$ cat config.mk
export PLATFORM = sky130hd
export DESIGN_NAME = mem_responder
export DESIGN_NICKNAME = d
export VERILOG_FILES = /design/src/rtl/mem_responder_pkg.sv /design/src/rtl/mem_byte_ram.sv /design/src/rtl/mem_responder.sv
export SDC_FILE = /design/constraint.sdc
export NUM_CORES = 2
export LEC_CHECK = 0
export ABC_AREA = 1
export CAP_MARGIN = 20
export CORE_ASPECT_RATIO = 1.2
export CORE_MARGIN = 2
export CORE_UTILIZATION = 50
export CTS_CLUSTER_DIAMETER = 150
export DETAILED_ROUTE_END_ITERATION = 8
export MAX_ROUTING_LAYER = met4
export PLACE_DENSITY = 0.72
export SLEW_MARGIN = 20
export SYNTH_ARGS = -nofsm -noshare
export SYNTH_HDL_FRONTEND = slang
export SYNTH_HIERARCHICAL = 1
export SYNTH_SLANG_ARGS = --single-unit
$ cat constraint.sdc
create_clock -name clock -period 19.7 [get_ports clock]
set_clock_uncertainty 0.2 [all_clocks]
set_input_delay 2.955 -clock clock [delete_from_list [all_inputs] [get_ports clock]]
set_output_delay 2.955 -clock clock [all_outputs]
set_load 0.01 [all_outputs]
$ cat src/rtl/mem_responder_pkg.sv
// Shared types and default widths for the byte-serial word memory responder.
package mem_responder_pkg;

  typedef enum logic [1:0] {
    IDLE = 2'd0,
    HI   = 2'd1,
    LO   = 2'd2,
    DONE = 2'd3
  } state_e;

  localparam int ADDR_W_DEF = 8;
  localparam int BYTE_W_DEF = 8;
  localparam int WORD_W_DEF = 2 * BYTE_W_DEF;

endpackage

$ cat src/rtl/mem_byte_ram.sv
// Single-port byte RAM: synchronous write, registered read data, contents never reset.
module mem_byte_ram #(
  parameter int ADDR_W = 8,
  parameter int BYTE_W = 8
) (
  input  logic              clock,
  input  logic              we,
  input  logic [ADDR_W-1:0] addr,
  input  logic [BYTE_W-1:0] wdata,
  output logic [BYTE_W-1:0] rdata
);

  logic [BYTE_W-1:0] mem_q [2**ADDR_W];
  logic [BYTE_W-1:0] rdata_q;

  always_ff @(posedge clock) begin
    if (we) begin
      mem_q[addr] <= wdata;
    end
    rdata_q <= mem_q[addr];
  end

  assign rdata = rdata_q;

endmodule

$ cat src/rtl/mem_responder.sv
// Word-access responder over a byte RAM: big-endian, two byte cycles per access,
// fixed latency, with a byte preload port that only gets the RAM when idle.
module mem_responder
  import mem_responder_pkg::*;
#(
  parameter int ADDR_W = ADDR_W_DEF,
  parameter int BYTE_W = BYTE_W_DEF,
  parameter int WORD_W = WORD_W_DEF
) (
  input  logic              clock,
  input  logic              reset,
  input  logic              req,
  input  logic              we,
  input  logic [ADDR_W-1:0] addr,
  input  logic [WORD_W-1:0] wdata,
  input  logic              ld_en,
  input  logic [ADDR_W-1:0] ld_addr,
  input  logic [BYTE_W-1:0] ld_data,
  output logic [WORD_W-1:0] rdata,
  output logic              ack,
  output logic              busy,
  output logic              err
);

  if (WORD_W != 2 * BYTE_W) begin : g_width_check
    $error("mem_responder: WORD_W must equal 2*BYTE_W");
  end

  state_e            state_q, state_d;
  logic              we_q, we_d;
  logic [ADDR_W-1:0] addr_q, addr_d;
  logic [ADDR_W-1:0] lo_addr;
  logic [WORD_W-1:0] wdata_q, wdata_d;
  logic [WORD_W-1:0] rdata_q, rdata_d;
  logic [BYTE_W-1:0] hi_q, hi_d;
  logic              ack_q, ack_d;
  logic              err_q, err_d;
  logic              busy_q, busy_d;

  logic              ram_we;
  logic [ADDR_W-1:0] ram_addr;
  logic [BYTE_W-1:0] ram_wdata;
  logic [BYTE_W-1:0] ram_rdata;

  // Low byte lives at addr+1, wrapping at the top of the array.
  assign lo_addr = addr_q + ADDR_W'(1);

  // RAM port arbitration: access FSM owns it in HI/LO; preload only when idle with no request.
  always_comb begin
    ram_we    = 1'b0;
    ram_addr  = ld_addr;
    ram_wdata = ld_data;
    case (state_q)
      IDLE: ram_we = ld_en & ~req;
      HI: begin
        ram_addr  = addr_q;
        ram_we    = we_q;
        ram_wdata = wdata_q[WORD_W-1 -: BYTE_W];
      end
      LO: begin
        ram_addr  = lo_addr;
        ram_we    = we_q;
        ram_wdata = wdata_q[BYTE_W-1:0];
      end
      default: ram_we = 1'b0;
    endcase
    if (reset) begin
      ram_we = 1'b0;
    end
  end

  mem_byte_ram #(
    .ADDR_W (ADDR_W),
    .BYTE_W (BYTE_W)
  ) u_ram (
    .clock (clock),
    .we    (ram_we),
    .addr  (ram_addr),
    .wdata (ram_wdata),
    .rdata (ram_rdata)
  );

  // RAM read data is one cycle behind the address: high byte appears in LO, low byte in DONE.
  always_comb begin
    state_d = state_q;
    we_d    = we_q;
    addr_d  = addr_q;
    wdata_d = wdata_q;
    hi_d    = hi_q;
    rdata_d = rdata_q;
    ack_d   = 1'b0;
    err_d   = 1'b0;
    case (state_q)
      IDLE: begin
        if (req) begin
          we_d    = we;
          addr_d  = addr;
          wdata_d = wdata;
          state_d = HI;
        end
      end
      HI:   state_d = LO;
      LO: begin
        hi_d    = ram_rdata;
        state_d = DONE;
      end
      DONE: begin
        ack_d   = 1'b1;
        state_d = IDLE;
        if (!we_q) begin
          rdata_d = {hi_q, ram_rdata};
        end
      end
      default: state_d = IDLE;
    endcase
    if (req && state_q != IDLE) begin
      err_d = 1'b1;
    end
    busy_d = (state_d != IDLE);
  end

  always_ff @(posedge clock) begin
    if (reset) begin
      state_q <= IDLE;
      ack_q   <= 1'b0;
      err_q   <= 1'b0;
      busy_q  <= 1'b0;
      rdata_q <= '0;
    end else begin
      state_q <= state_d;
      ack_q   <= ack_d;
      err_q   <= err_d;
      busy_q  <= busy_d;
      rdata_q <= rdata_d;
    end
  end

  always_ff @(posedge clock) begin
    we_q    <= we_d;
    addr_q  <= addr_d;
    wdata_q <= wdata_d;
    hi_q    <= hi_d;
  end

  assign rdata = rdata_q;
  assign ack   = ack_q;
  assign err   = err_q;
  assign busy  = busy_q;

endmodule
==> impl_metrics.json <==
{
  "routed_wl_um": 223000,
  "min_period_ns": 7.98,
  "drv_slew": 0,
  "yosysSeqAreaShare_pct": 72.3,
  "pin_count": 64,
  "post_cts_resized": 0,
  "crit_top_cell": "nand2_1",
  "grt_pass1_wl_um": 335000,
  "synthesis.area_um2": 87200,
  "layout_commonest_cell": "nand2_1",
  "worstPathCellList": "clkdlybuf4s50_1 -> nor2_1 -> a21oi_4 -> buf_4 -> buf_4 -> nand2_4 -> inv_6 -> buf_4 -> buf_4 -> nand2_1 -> nand3_1 -> nand2_1 -> nand2_1 -> o21ai_1 -> nand2_1 -> nor2_1 -> nor2_1 -> nor2_1 -> nand2_1",
  "cts_made_buffers": 191,
  "die_w_um": 385,
  "dieArea_um2": 178000,
  "fin_nets": 8217,
  "path_class": "input pin to register",
  "rsz0062_at_grt": "false",
  "drtAntennaViolNets": 0,
  "initial_utilization_pct": 50.4,
  "htreeDepth": 4,
  "setup_tns_ns": 0,
  "synthMuxAreaShare_pct": 0,
  "synth_area_per_cell_um2": 10.6,
  "synthXorXnorAreaFrac_pct": 0,
  "synth_compound_area_share_pct": 1.44,
  "setup-violations-final": 0,
  "grtUsageTotal_pct": 25.7,
  "grt_max_degree": 230,
  "grt.overflow.total": 0,
  "antenna_found_initial": 4,
  "yosys_warnings": 6,
  "io_buffers": 63,
  "fill_cells": 14100,
  "crit_family": "buffers and inverters",
  "drt_iter0_markers": 6786,
  "cts_tree": "done",
  "arrival_ns": 8.56,
  "critPathBufInv": 6,
  "synth_area_leaders": "edfxtp_1 (72%), nand2_1 (21%), nor2_1 (1.6%), nand3_1 (1.1%), buf_2 (1.1%)",
  "rows": 167,
  "crit_path_max_fanout": 81,
  "synthAdderAreaFrac_pct": 0.0717,
  "whs_path_depth": 2,
  "run_status": "finished clean",
  "drive_gt1_share_pct": 4.94,
  "cp.depth": 19,
  "viasPerCell": 5.50,
  "hold_viol_final": 0,
  "post-cts-setup-buffers": 0,
  "cts-hold-fix-buffers": 0,
  "max_slew.worst_pin.slew_ns": 1.17,
  "multiInputGateArea_um2": 22200,
  "regArea_um2": 63100,
  "synth_cell_types": 30,
  "cts_root_buf": "clkbuf_16",
  "cts_sinks": 2110,
  "synth_seq_cells": 2110,
  "synth_nets": 8307,
  "yosys.area.top_type": "edfxtp_1",
  "timing.critical_path.slowest_stage_cell": "buf_4",
  "drc": 0,
  "synthCells": 8257,
  "die_h_um": 462,
  "ff2ff_path_depth": 21,
  "timing.slew.headroom_pct": 22.1,
  "wl_per_cell_um": 21.0,
  "synth_edf_count": 2081,
  "firstDrtPassIters": 6,
  "maxCapViolCount": 0,
  "gp_congestion": 0.914,
  "clkTransAtPathRegs_ns": 0.06,
  "synthFlopType": "edfxtp_1",
  "holdCritPathClass": "register to register",
  "netlist.area_leader.share_pct": 71.6,
  "slowest_delay_ns": 0.81,
  "timing.final.crit_share_pct": 40.5,
  "ys_async_sr_fraction_pct": 0,
  "syn2layout_area_growth_pct": 9.88,
  "coreArea_um2": 173000,
  "cp-start-kind": "input pin",
  "via_count": 58400,
  "clockBufferDepth": 3,
  "synthSimpleGateAreaFrac_pct": 23.7,
  "grt_pass1_vias": 56400,
  "hpwl_um": 126000,
  "clk_latency_ns": 0.83,
  "synth_top_family_by_area": "simple AND/OR/NAND/NOR gates",
  "endpoint_kind": "register",
  "worstPathRequired_ns": 20.28,
  "final_cell_mix": "nand2_1 (4816), edfxtp_1 (2081), nor2_1 (375)",
  "timing.fmax_mhz": 125
}
-- routing by layer --
metal | up-vias | global-route usage, % | share of wire (%)
li1 | 26900 | - | -
met1 | 28100 | 31.5 | 38
met5 | - | - | 0
met4 | 0 | 12.1 | 4.7
met2 | 2812 | 41.7 | 49
met3 | 532 | 4.12 | 8.9
-- flip-flops by register name, indices dropped and copies added (netlist names), 2 cells and up --
signal and cells:
u_ram/mem_q 2048, rdata 16, wdata_q 16, addr_q 8
hi_q 8, u_ram/rdata 8, state_q 2
-- area by class of cell --
type | instances | area share (%)
well taps | 2281 | 2.98
clock inverters | 101 | 0.957
inverters | 49 | 0.232
repair buffers | 145 | 1.43
multi-input cells | 5670 | 23.2
flip-flops and latches | 2110 | 65.8
diodes | 8 | 0.0209
clock buffers | 250 | 5.45
-- synth_stat cells (2+ instances only) --
cell type  count
o21ai_1      120
nand2_2       22
dfxtp_1       29
ha_1           5
buf_1         53
nor2_8         2
nand3_1      195
inv_2          5
buf_2        190
nand2_1     4820
nor2_4         2
a21oi_1       65
edfxtp_1    2081
nor2_1       380
o21ai_0       42
inv_1         41
buf_4          6
clkbuf_1     170
inv_4          2
buf_6          7
a21oi_2       11
-- stage by stage --
stage	utilization, %	worst slack (ns)	std cells	instance area (um2)	hold WS (ns)
floorplan	-	8.09	8257	87200	0.209
global placement	51.8	10.94	10300	89600	0.254
detailed placement	51.8	10.90	10300	89700	0.259
CTS	55.4	11.72	10600	95800	0.267
global route	55.4	11.41	10600	95900	0.286
finish	55.4	11.72	10600	95900	0.264
-- worst paths after layout --
| check | start | to | slack (ns) |
|---|---|---|---|
| setup / recovery | ld_addr[1] | u_ram/rdata[5] | 11.72 |
| hold / removal | rdata[8] | rdata[8] | 0.26 |
| setup reg to reg | state_q[0] | u_ram/rdata[5] | 12.67 |
| hold reg to reg | rdata[8] | rdata[8] | 0.26 |
-- cell families after synthesis --
| family | count (synthesis) |
|---|---|
| AOI/OAI and AO/OA | 241 |
| buffers and inverters | 477 |
| and+or+nand+nor | 5424 |
| DFF | 2110 |
| adders and majority gates | 5 |
-- worst register-to-register path: cells and delay by family, from the launching register on --
kind / cells / cell delay, ns
buf+inv: 6 / 3.79
fa+ha+maj: 1 / 0.71
flops: 1 / 0.36
compound gates: 1 / 0.12
simple gates: 13 / 1.77
Power is not shown: default switching activity piles up to over one toggle a cycle in this logic, so the estimate is an artifact.
